$ cat config.mk
export PLATFORM = sky130hd
export DESIGN_NAME = modulus_carry_normalizer
export DESIGN_NICKNAME = d
export VERILOG_FILES = /design/src/rtl/modulus_carry_normalizer.sv
export SDC_FILE = /design/constraint.sdc
export NUM_CORES = 1
export LEC_CHECK = 0
export BUFFER_PORTS_ARGS = -buffer_cell sky130_fd_sc_hd__buf_4
export CAP_MARGIN = 15
export CORE_AREA = 2 2 344 346
export DETAILED_ROUTE_END_ITERATION = 8
export DIE_AREA = 0 0 346 348
export GPL_TIMING_DRIVEN = 1
export PLACE_DENSITY_LB_ADDON = 0.15
export SLEW_MARGIN = 20
export SYNTH_ARGS = -nofsm -noshare
export SYNTH_HDL_FRONTEND = slang
export SYNTH_SLANG_ARGS = --single-unit
$ cat constraint.sdc
create_clock -name clk -period 5.2 [get_ports clk]
set_input_delay 1.04 -clock clk [delete_from_list [all_inputs] [get_ports clk]]
set_output_delay 1.04 -clock clk [all_outputs]
set_load 0.01 [all_outputs]
$ cat src/rtl/modulus_carry_normalizer.sv
// Normalizes a vector of redundant column sums by repeated carry-propagation passes.
// Optional pass statistics ports are built when MODULUS_NORMALIZER_PASS_STATS_EN is defined.
module modulus_carry_normalizer #(
  parameter int unsigned NUM_WORDS  = 8,
  parameter int unsigned BIT_LEN    = 58,
  parameter int unsigned WORD_LEN   = 51,
  parameter int unsigned MAX_PASSES = 4,
  parameter int unsigned OVF_LEN    = 16
) (
  input  logic                                 clk,
  input  logic                                 reset,
  input  logic                                 in_valid,
  output logic                                 in_ready,
  input  logic [NUM_WORDS-1:0][BIT_LEN-1:0]    in_sums,
  output logic                                 out_valid,
  input  logic                                 out_ready,
  output logic [NUM_WORDS-1:0][WORD_LEN-1:0]   out_words,
  output logic [OVF_LEN-1:0]                   out_ovf,
  output logic                                 out_clean
`ifdef MODULUS_NORMALIZER_PASS_STATS_EN
  ,
  output logic [$clog2(MAX_PASSES+1)-1:0]      out_passes,
  output logic [15:0]                          stat_limit_hits
`endif
);

  localparam int unsigned CAR_W = BIT_LEN - WORD_LEN;
  localparam int unsigned CNT_W = $clog2(MAX_PASSES + 1);

  typedef enum logic [1:0] {IDLE, PASS, DONE} state_t;

  state_t                            state;
  state_t                            state_nxt;
  logic [NUM_WORDS-1:0][BIT_LEN-1:0] w;
  logic [NUM_WORDS-1:0][BIT_LEN-1:0] w_nxt;
  logic [NUM_WORDS-1:0][CAR_W-1:0]   car;
  logic                              any_car;
  logic                              post_clean;
  logic                              last_pass;
  logic [CNT_W-1:0]                  pass_cnt;
  logic [OVF_LEN-1:0]                ovf;
  logic                              clean;
  logic                              in_ready_nxt;
  logic                              out_valid_nxt;

  // Carry extraction from the current words and the result of one pass over them
  always_comb begin
    any_car    = 1'b0;
    post_clean = 1'b1;
    for (int unsigned i = 0; i < NUM_WORDS; i++) begin
      car[i]  = w[i][BIT_LEN-1:WORD_LEN];
      any_car = any_car | (car[i] != '0);
    end
    w_nxt[0] = BIT_LEN'(w[0][WORD_LEN-1:0]);
    for (int unsigned i = 1; i < NUM_WORDS; i++) begin
      w_nxt[i] = BIT_LEN'(w[i][WORD_LEN-1:0]) + BIT_LEN'(car[i-1]);
    end
    for (int unsigned i = 0; i < NUM_WORDS; i++) begin
      post_clean = post_clean & (w_nxt[i][BIT_LEN-1:WORD_LEN] == '0);
    end
  end

  assign last_pass = (pass_cnt + CNT_W'(1)) == CNT_W'(MAX_PASSES);

  // State register
  always_ff @(posedge clk) begin
    if (reset) state <= IDLE;
    else       state <= state_nxt;
  end

  // Next-state logic
  always_comb begin
    state_nxt = state;
    case (state)
      IDLE:    if (in_valid) state_nxt = PASS;
      PASS:    if (!any_car || last_pass) state_nxt = DONE;
      DONE:    if (out_ready) state_nxt = IDLE;
      default: state_nxt = IDLE;
    endcase
  end

  // Handshake outputs decoded from the next state so they leave a flop
  always_comb begin
    in_ready_nxt  = 1'b0;
    out_valid_nxt = 1'b0;
    case (state_nxt)
      IDLE:    in_ready_nxt  = 1'b1;
      DONE:    out_valid_nxt = 1'b1;
      default: ;
    endcase
  end

  always_ff @(posedge clk) begin
    if (reset) begin
      in_ready  <= 1'b1;
      out_valid <= 1'b0;
    end else begin
      in_ready  <= in_ready_nxt;
      out_valid <= out_valid_nxt;
    end
  end

  // Word registers, carry accumulator, pass counter and clean flag
  always_ff @(posedge clk) begin
    if (reset) begin
      w        <= '0;
      ovf      <= '0;
      pass_cnt <= '0;
      clean    <= 1'b0;
    end else begin
      case (state)
        IDLE: begin
          if (in_valid) begin
            w        <= in_sums;
            ovf      <= '0;
            pass_cnt <= '0;
          end
        end
        PASS: begin
          if (!any_car) begin
            clean <= 1'b1;
          end else begin
            w        <= w_nxt;
            ovf      <= ovf + OVF_LEN'(car[NUM_WORDS-1]);
            pass_cnt <= pass_cnt + CNT_W'(1);
            if (last_pass) clean <= post_clean;
          end
        end
        default: ;
      endcase
    end
  end

  always_comb begin
    for (int unsigned i = 0; i < NUM_WORDS; i++) begin
      out_words[i] = w[i][WORD_LEN-1:0];
    end
  end

  assign out_ovf   = ovf;
  assign out_clean = clean;

`ifdef MODULUS_NORMALIZER_PASS_STATS_EN
  assign out_passes = pass_cnt;

  // Saturating count of vectors that ran out of passes with carries left
  always_ff @(posedge clk) begin
    if (reset) begin
      stat_limit_hits <= '0;
    end else if (state == PASS && any_car && last_pass && !post_clean &&
                 stat_limit_hits != 16'hFFFF) begin
      stat_limit_hits <= stat_limit_hits + 16'd1;
    end
  end
`endif

endmodule

After elaboration in Yosys (flattened, before gate mapping)
Cells that the tools add are included.

word-level totals
  register bits after elaboration = 488
  input port bits = 468
  output and inout port bits = 427
  logic and storage cells = 85

operators by class
  add/sub/neg operators = 9
  eq/ne operators = 7
  muxes and demuxes = 17
  bitwise operators = 14
  reductions and logical operators = 23

operators with widths
  kind                                                                    count
  464-bit 2-to-1 mux                                                      2
  464-bit case mux with 2 select lines                                    1
  51-bit by 7-bit adder with 52-bit output                                7
  7-bit nonzero test                                                      8
  7-bit zero test                                                         7
  16-bit 2-to-1 mux                                                       2
  16-bit case mux with 2 select lines                                     1
  16-bit by 7-bit adder with 16-bit output                                1
  1-bit bitwise OR                                                        7
  1-bit bitwise AND                                                       6
  2-bit 2-to-1 mux                                                        3
  3-bit 2-to-1 mux                                                        2
  2-bit case mux with 3 select lines                                      1
  3-bit case mux with 2 select lines                                      1
  3-bit AND reduction                                                     2
  2-bit equality test (second input constant)                             2
  2-bit zero test                                                         2
  1-bit 2-to-1 mux                                                        4
  2-bit != test (second input constant)                                   2
  3-bit by 1-bit adder with 3-bit output (second input constant)          1
  3-bit equality test (second input constant)                             1
  2-bit by 1-bit equality test with 1-bit output (second input constant)  1
  2-bit by 1-bit != test with 1-bit output (second input constant)        1
  2-bit AND reduction                                                     1
  4 further kinds                                                         4

Logic depth before layout (Yosys ltp)
Gate-level depths: netlist (run 1).

  depth after elaboration = 14
  gate-level depth with buffers = 12
  depth with buffers taken out = 10

Worst setup path after synthesis (run 1)
OpenSTA, ideal clock, no wires.

  path type = reg-to-reg
  start = reg w, in the netlist out_words[51]
  end = reg w, in the netlist out_words[77]
  library setup time = 0.118 ns
  arrival time = 2.713 ns
  required time = 5.082 ns
  setup slack = 2.369 ns
  cell stages (with the launch flop) = 11
  buffers on the path = 1
  clock period less this slack = 2.831 ns
  cells stage by stage = dfxtp_1 > ha_1 > fa_1 > a21o_1 > a21o_1 > a2111oi_2 > nand4bb_1 > buf_2 > nor2_1 > a311o_1 > o2111a_1

between the ends
  cells in the longest elaborated chain, start to end = 3

RTL lines
  what                                      RTL line  source
  from (decl)                               34        logic [NUM_WORDS-1:0][BIT_LEN-1:0] w;
  from (signal assigned)                    114       w <= in_sums;
  from (signal assigned)                    123       w <= w_nxt;
  51-bit by 7-bit adder with 52-bit output  56        w_nxt[i] = BIT_LEN'(w[i][WORD_LEN-1:0]) + BIT_LEN'(car[i-1]);
  464-bit 2-to-1 mux                        120       if (!any_car) begin
  464-bit case mux with 2 select lines      111       case (state)

No other way between the ends. The select of a mux whose other input is x is not followed.
A chain may end at the register's enable or synchronous reset.

Worst setup path in the final report (run 1)
  start = reg w, in the netlist car[35]
  end = reg w, in the netlist out_words[312]

between the ends
  cells in the longest elaborated chain, start to end = 6
  elaborated cells between the ends (all ways) = 9
  those cells by class = 1 x add/sub; 1 x eq/ne; 2 x mux; 3 x bitwise; 2 x reduce/logical

RTL lines
  what
  branches (longest 6 deep; another with 51-bit by 7-bit adder with 52-bit output)

Several ways; the timed one is not identified. The select of a mux whose other input is x is not followed.

==> summary.md, run 1 <==
| Metric | Value |
|---|---|
| R2R Path End | `out_words[312]$_SDFFE_PP0P_` |
| Setup_tns | `0 ns` |
| Residual DRC | `0` |
| First drt pass iteration count | `6` |
| Placed cell area | `approximately 36000 um^2` |
| Worst vdd ir | `0.249 mV` |
| Final Setup Violations | `0` |
| H-tree depth | `3` |
| Final period util | `75.3%` |
| Worst Reg-to-Reg Cells | `9` |
| Nets | `roughly 5000` |
| Mapped Cells | `3768` |
| Pwr dens | `around 320 nW/um^2` |
| Vias in the first global route | `31100` |
| Share of layout cells above drive strength 1 | `24.7%` |
| Maxcap violations | `0` |
| Hold Path Origin | `out_words[6]$_SDFFE_PP0P_` |
| Gr usage total | `25.7%` |
| Reg-to-reg critical path startpoint | `car[35]$_SDFFE_PP0P_` |
| Worst setup SP type | `register` |
| Predominant post-synthesis flop cell | `dfxtp_1` |
| Die H | `roughly 350 um` |
| Hold endpoint | `out_words[6]$_SDFFE_PP0P_` |
| FF+latch count, synth | `488` |
| Leakage power | `between 15 and 20 nW` |
| First-pass GRT wire length | `230000 um` |
| Clock net sink count | `488` |
| Yosys cell types | `95` |
| Post-synth top area cell | `dfxtp_1` |
| Slew Limit Fails | `0` |
| Final number of hold-violating endpoints | `0` |
| WP data arrival | `4.47 ns` |
| Area delta synth->final | `36.8%` |
| Finished Core Util | `33.1%` |
| Initial core utilization | `24.2%` |
| Routed via count | `33200` |
| Synth async-reset ratio | `0%` |
| Die area | `120000 um^2` |
| Hold-fix buffers, CTS | `0` |
| TritonCTS Buffers | `69` |
| Critical path capture point type | `register` |
| R2R setup slack | `around 1.3 ns` |
| Rows | `about 130` |
| Synth Area per Inst | `~7.5 um^2` |
| CTS tree | `built` |
| Yosys top cell area share | `34.5%` |
| Synthesized net count | `4302` |
| Die X | `346 um` |
| Post-synthesis sequential area ratio | `approximately a third` |
| Initial DRC Count | `2725` |
| Leading cell type in the layout, fill and taps excluded | `buf_4` |
| CTS root buf | `clkbuf_16` |
| Hold depth | `2` |
| Min Tclk post-route | `3.92 ns` |
| RSZ-0062 raised after global routing | `no` |
| Post-CTS sizing | `0` |
| I/O Pins | `895` |
| PortBufs | `around 890` |
| Largest net degree at the start of global routing | `146` |
| Post-route design area | `38700 um^2` |
| Critical Path RT | `5.75 ns` |
| Clock latency on the worst-skew pair | `0.64 ns` |
| Initial antenna violation count | `27` |
| Final WS setup | `1.28 ns` |
| Wire length per cell | `26.7 um` |
| Final Wtd Congestion | `0.871` |
| Vias/cell | `5.46` |
| Synthesis Warnings | `0` |
| Core footprint | `117000 um^2` |
| Total grt overflow | `0` |
| Worst-Margin Slew | `1.20 ns` |
| Worst setup path category | `register to register` |
| Ranking of synthesized cells by area | `dfxtp_1, nand2_1, a21oi_1` |
| Clk_skew | `0.0207 ns` |
| Filler cells | `12800` |
| Worst slack, placed | `1.32 ns` |
| Commonest cells after routing, fill and taps aside | `buf_4, nand2_1, dfxtp_1, nor2_1, a21oi_1` |
| DP HPWL | `119000 um` |
| Clk slew on worst S/H paths | `0.06 ns` |
| Relative slew slack | `about a fifth` |
| Aggregate routed wire length | `roughly 160000 um` |
| Hold WC Path Type | `register to register` |
| Netlist Area Pre-Place | `28300 um^2` |
| Post-synth EDFFs | `0` |
| Critical path fanouts, max | `69` |
| ANT nets after route | `0` |
| Post-CTS Setup Bufs | `0` |
| Peak Freq | `255 MHz` |
| Status | `completed` |
| Clock Tree Buf Depth | `3` |
## report_power, final
group,internal [mW],switching [mW]
combinational,1.17,1.63
clock,3.01,2.00
sequential,4.08,0.464
total,8.25,4.10
## worst max-delay path by stage
| stage | start | endpoint | slack [ns] | cells past startpoint |
|---|---|---|---|---|
| 6_report | car[35]$_SDFFE_PP0P_ | out_words[312]$_SDFFE_PP0P_ | 1.28 | 9 |
| 3_5_place_dp | car[35]$_SDFFE_PP0P_ | out_words[312]$_SDFFE_PP0P_ | 1.32 | 9 |
| 5_1_grt | car[35]$_SDFFE_PP0P_ | out_words[312]$_SDFFE_PP0P_ | 1.16 | 9 |
| 2_1_floorplan | out_words[51]$_SDFFE_PP0P_ | out_words[77]$_SDFFE_PP0P_ | 2.37 | 10 |
| 3_3_place_gp | car[21]$_SDFFE_PP0P_ | car[28]$_SDFFE_PP0P_ | 1.18 | 8 |
| 4_1_cts | car[35]$_SDFFE_PP0P_ | out_words[312]$_SDFFE_PP0P_ | 1.29 | 9 |
## metrics by stage
stage	instances	hold WS, ns	power, mW
6_report	6091	0.454	12.3
4_1_cts	6078	0.455	12.5
3_3_place_gp	5954	0.442	7.40
3_5_place_dp	5954	0.447	7.41
5_1_grt	6087	0.472	12.9
2_1_floorplan	3768	0.436	5.87
## Yosys cell counts, types with 11 or more instances
master     instances
a211oi_1         120
a21o_1            48
a21oi_1          328
a22o_1            15
a22oi_1           74
a311oi_1          52
a31oi_1           34
a32o_1            23
and2_1            34
and3_1            68
and4_1            27
buf_1             19
buf_2             46
clkbuf_1         220
dfxtp_1          488
ha_1              58
inv_1             77
mux2i_1           14
nand2_1          501
nand3_1          146
nand4_1           58
nor2_1           368
nor2b_1           17
nor3_1           125
nor4_1            95
o2111ai_1         12
o211ai_1          27
o21a_1            22
o21ai_0          229
o221ai_1          11
o22ai_1           52
o31ai_1           53
o32ai_1           25
o41ai_1           13
or2_2             16
or3_1             28
or4_1             11
xnor2_1           24
xor2_1            13
## critical path, cell delays in order (launching register included)
cell and delay, ns:
dfxtp_1 0.41, nor4_1 0.70, nand4_1 0.48, o41ai_4 0.57, nand2_8 0.33, buf_4 0.40, buf_4 0.42, o311ai_0 0.18
o21ai_0 0.14, nor2_1 0.12
## per-layer routing
metal  vias up  routed length [um]  global-route usage [%]
met3       187               12200                    6.89
met5         -                 169                       0
met1     16300               71800                    34.3
li1      15600                   -                       -
met4        24                3670                    6.40
met2      1191               75000                    41.0
## state kept, by name (all words and copies together), names as in the netlist
register / count
car: 56
in_ready: 1
out_clean: 1
out_ovf: 16
out_valid: 1
out_words: 408
pass_cnt: 3
state: 2
## kinds of logic after synthesis
logic type	count (synthesis)	share of synthesized area, %
xor gates and xnor gates	37	1.15
DFF	488	34.5
adders and majority gates	66	3.13
muxes	17	0.615
and+or+nand+nor	1537	25.8
buffers and inverters	369	5.18
AOI/OAI and AO/OA	1254	29.6
## layout make-up
cell class	instances	area (um^2)	area share [%]
multi-input combinational	2911	17200	44.3
sequential	488	9770	25.2
timing repair buffer	941	7200	18.6
clock buffer	92	1970	5.08
tap	1536	1920	4.97
clock inverter	32	372	0.960
inverter	78	295	0.763
antenna	13	32.5	0.0841
Note: power is estimated with default switching activity, not from simulation.
==> run 2, diff against run 1 <==
--- a/config.mk
+++ b/config.mk
@@ -7,9 +7,9 @@
 export LEC_CHECK = 0
 export BUFFER_PORTS_ARGS = -buffer_cell sky130_fd_sc_hd__buf_4
 export CAP_MARGIN = 15
-export CORE_AREA = 2 2 344 346
+export CORE_AREA = 2 2 346 348
 export DETAILED_ROUTE_END_ITERATION = 8
-export DIE_AREA = 0 0 346 348
+export DIE_AREA = 0 0 348 350
 export GPL_TIMING_DRIVEN = 1
 export PLACE_DENSITY_LB_ADDON = 0.15
 export SLEW_MARGIN = 20
==> constraint.sdc (replaced) <==
create_clock -name clk -period 3.95 [get_ports clk]
set_input_delay 0.79 -clock clk [delete_from_list [all_inputs] [get_ports clk]]
set_output_delay 0.79 -clock clk [all_outputs]
set_load 0.01 [all_outputs]
==> summary.md, run 2 (synthesis gave the netlist of run 1 again) <==
| Metric | Value |
|---|---|
| Status | `completed` |
| Relative slew slack | `23.3%` |
| Routed via count | `33700` |
| Pwr dens | `410 nW/um^2` |
| Hold WC Path Type | `input port to register` |
| Wire length per cell | `about 27 um` |
| Hold depth | `3` |
| Worst setup SP type | `register` |
| R2R setup slack | `around 0.45 ns` |
| Die X | `348 um` |
| Hold Path Origin | `in_sums[37]` |
| Clk_skew | `0.0255 ns` |
| Vias in the first global route | `32000` |
| Peak Freq | `285 MHz` |
| Initial antenna violation count | `26` |
| Worst setup path category | `register to register` |
| Internal power contribution | `between 10 and 15 mW` |
| Reg-to-reg critical path startpoint | `car[48]$_SDFFE_PP0P_` |
| Post-CTS Setup Bufs | `0` |
| Clock latency on the worst-skew pair | `roughly 0.64 ns` |
| Clk slew on worst S/H paths | `~0.060 ns` |
| Final Setup Violations | `0` |
| Hold endpoint | `out_words[37]$_SDFFE_PP0P_` |
| I/O Pins | `895` |
| ANT nets after route | `0` |
| Largest net degree at the start of global routing | `142` |
| Core footprint | `118000 um^2` |
| R2R Path End | `out_clean$_SDFFE_PP0P_` |
| Rows | `126` |
| Die area | `around 120000 um^2` |
| Min Tclk post-route | `3.50 ns` |
| Nets | `5088` |
| Post-route design area | `between 30000 and 40000 um^2` |
| Placed cell area | `approximately 37000 um^2` |
| Clock Power Share | `39.1%` |
| Gr usage total | `26.0%` |
| Final Wtd Congestion | `0.897` |
| DP HPWL | `125000 um` |
| Final number of hold-violating endpoints | `0` |
| Maxcap violations | `0` |
| Aggregate routed wire length | `around 170000 um` |
| Final period util | `approximately nine tenths` |
| Setup_tns | `0 ns` |
| H-tree depth | `3` |
| Switching part of the total power | `33.6%` |
| First-pass GRT wire length | `235000 um` |
| TritonCTS Buffers | `68` |
| Share of layout cells above drive strength 1 | `25.5%` |
| PortBufs | `894` |
| Vias/cell | `about 5.5` |
| Commonest cells after routing, fill and taps aside | `buf_4, nand2_1, dfxtp_1, nor2_1, a21oi_1` |
| Critical Path RT | `4.48 ns` |
| First drt pass iteration count | `5` |
| Leakage power | `15.7 nW` |
| Critical path fanouts, max | `10` |
| Clock Tree Buf Depth | `3` |
| Leading cell type in the layout, fill and taps excluded | `buf_4` |
| WP data arrival | `4.03 ns` |
| CTS root buf | `clkbuf_16` |
| Hold Slack | `0.405 ns` |
| Worst-Margin Slew | `~1.1 ns` |
| Post-CTS sizing | `0` |
| Worst Reg-to-Reg Cells | `9` |
| Clock net sink count | `a little under 500` |
| Die H | `about 350 um` |
| Critical path capture point type | `register` |
| Slew Limit Fails | `0` |
| Comb power frac | `23.6%` |
| Residual DRC | `0` |
| Area delta synth->final | `38.2%` |
| Switching power | `around 5.4 mW` |
| RSZ-0062 raised after global routing | `no` |
| Power consumption | `between 15 and 20 mW` |
| Initial DRC Count | `2778` |
| CTS tree | `built` |
| CP Launch Point | `car[48]$_SDFFE_PP0P_` |
| Total grt overflow | `0` |
| Initial core utilization | `24.0%` |
| Seq pwr share | `37.3%` |
| Hold-fix buffers, CTS | `0` |
| Max reg flops | `408` |
| Worst vdd ir | `about 0.26 mV` |
[run 2: changes by cell type in the layout (fill, tap and decap cells not counted), moves of 4 or more]
cell       change
buf_4         +62
buf_12         +4
clkbuf_8       +6
clkbuf_1       +4
bufinv_16      -4
clkinv_2       -9
[run 2: area by class of cell]
type	instances	area (um^2)
fill	12800	78700
antenna	15	37.5
timing repair buffer	1007	7740
inverter	78	295
tap	1536	1920
clock buffer	99	1990
clock inverter	20	208
multi-input combinational	2911	17100
sequential	488	9770
[run 2: stage by stage]
stage	util, %	worst slack [ns]	std cells
3_3_place_gp	31.3	0.428	6019
6_report	33.2	0.447	6154
2_1_floorplan	-	1.12	3768
3_5_place_dp	31.3	0.335	6020
4_1_cts	33.2	0.319	6139
5_1_grt	33.2	0.304	6152
[run 2: critical path, cell delays in order, from the launching register on]
cell,delay (ns)
dfxtp_1,0.43
ha_1,0.39
nand2_1,0.09
o21a_1,0.21
nor2_1,0.81
nand3_1,0.56
nor3_1,0.42
buf_4,0.20
inv_1,0.05
a31o_2,0.22
[run 2: metal layers]
metal	track usage (%)	wire [um]	vias up
met3	6.08	12800	195
met2	40.4	74400	1340
li1	-	-	15700
met1	35.6	74500	16500
met4	7.91	4500	12
met5	0	92	-
[run 2: power by group through the flow]
stage / Sequential [mW] / Clock [mW] / Combinational (mW)
3_3_place_gp: 6.06 / 0 / 3.78
5_1_grt: 6.04 / 6.60 / 4.09
3_5_place_dp: 6.06 / 0 / 3.79
2_1_floorplan: 6.04 / 0 / 1.69
4_1_cts: 5.96 / 6.44 / 3.80
6_report: 5.98 / 6.27 / 3.78
[run 2: worst max path at each step]
stage,to,slack (ns),cells after the start
after detailed placement,out_clean$_SDFFE_PP0P_,0.33,9
after floorplan,out_words[77]$_SDFFE_PP0P_,1.12,10
after global routing,out_words[252]$_SDFFE_PP0P_,0.30,10
final,out_clean$_SDFFE_PP0P_,0.45,9
after global placement,out_words[281]$_SDFFE_PP0P_,0.43,11
after CTS,out_clean$_SDFFE_PP0P_,0.32,9
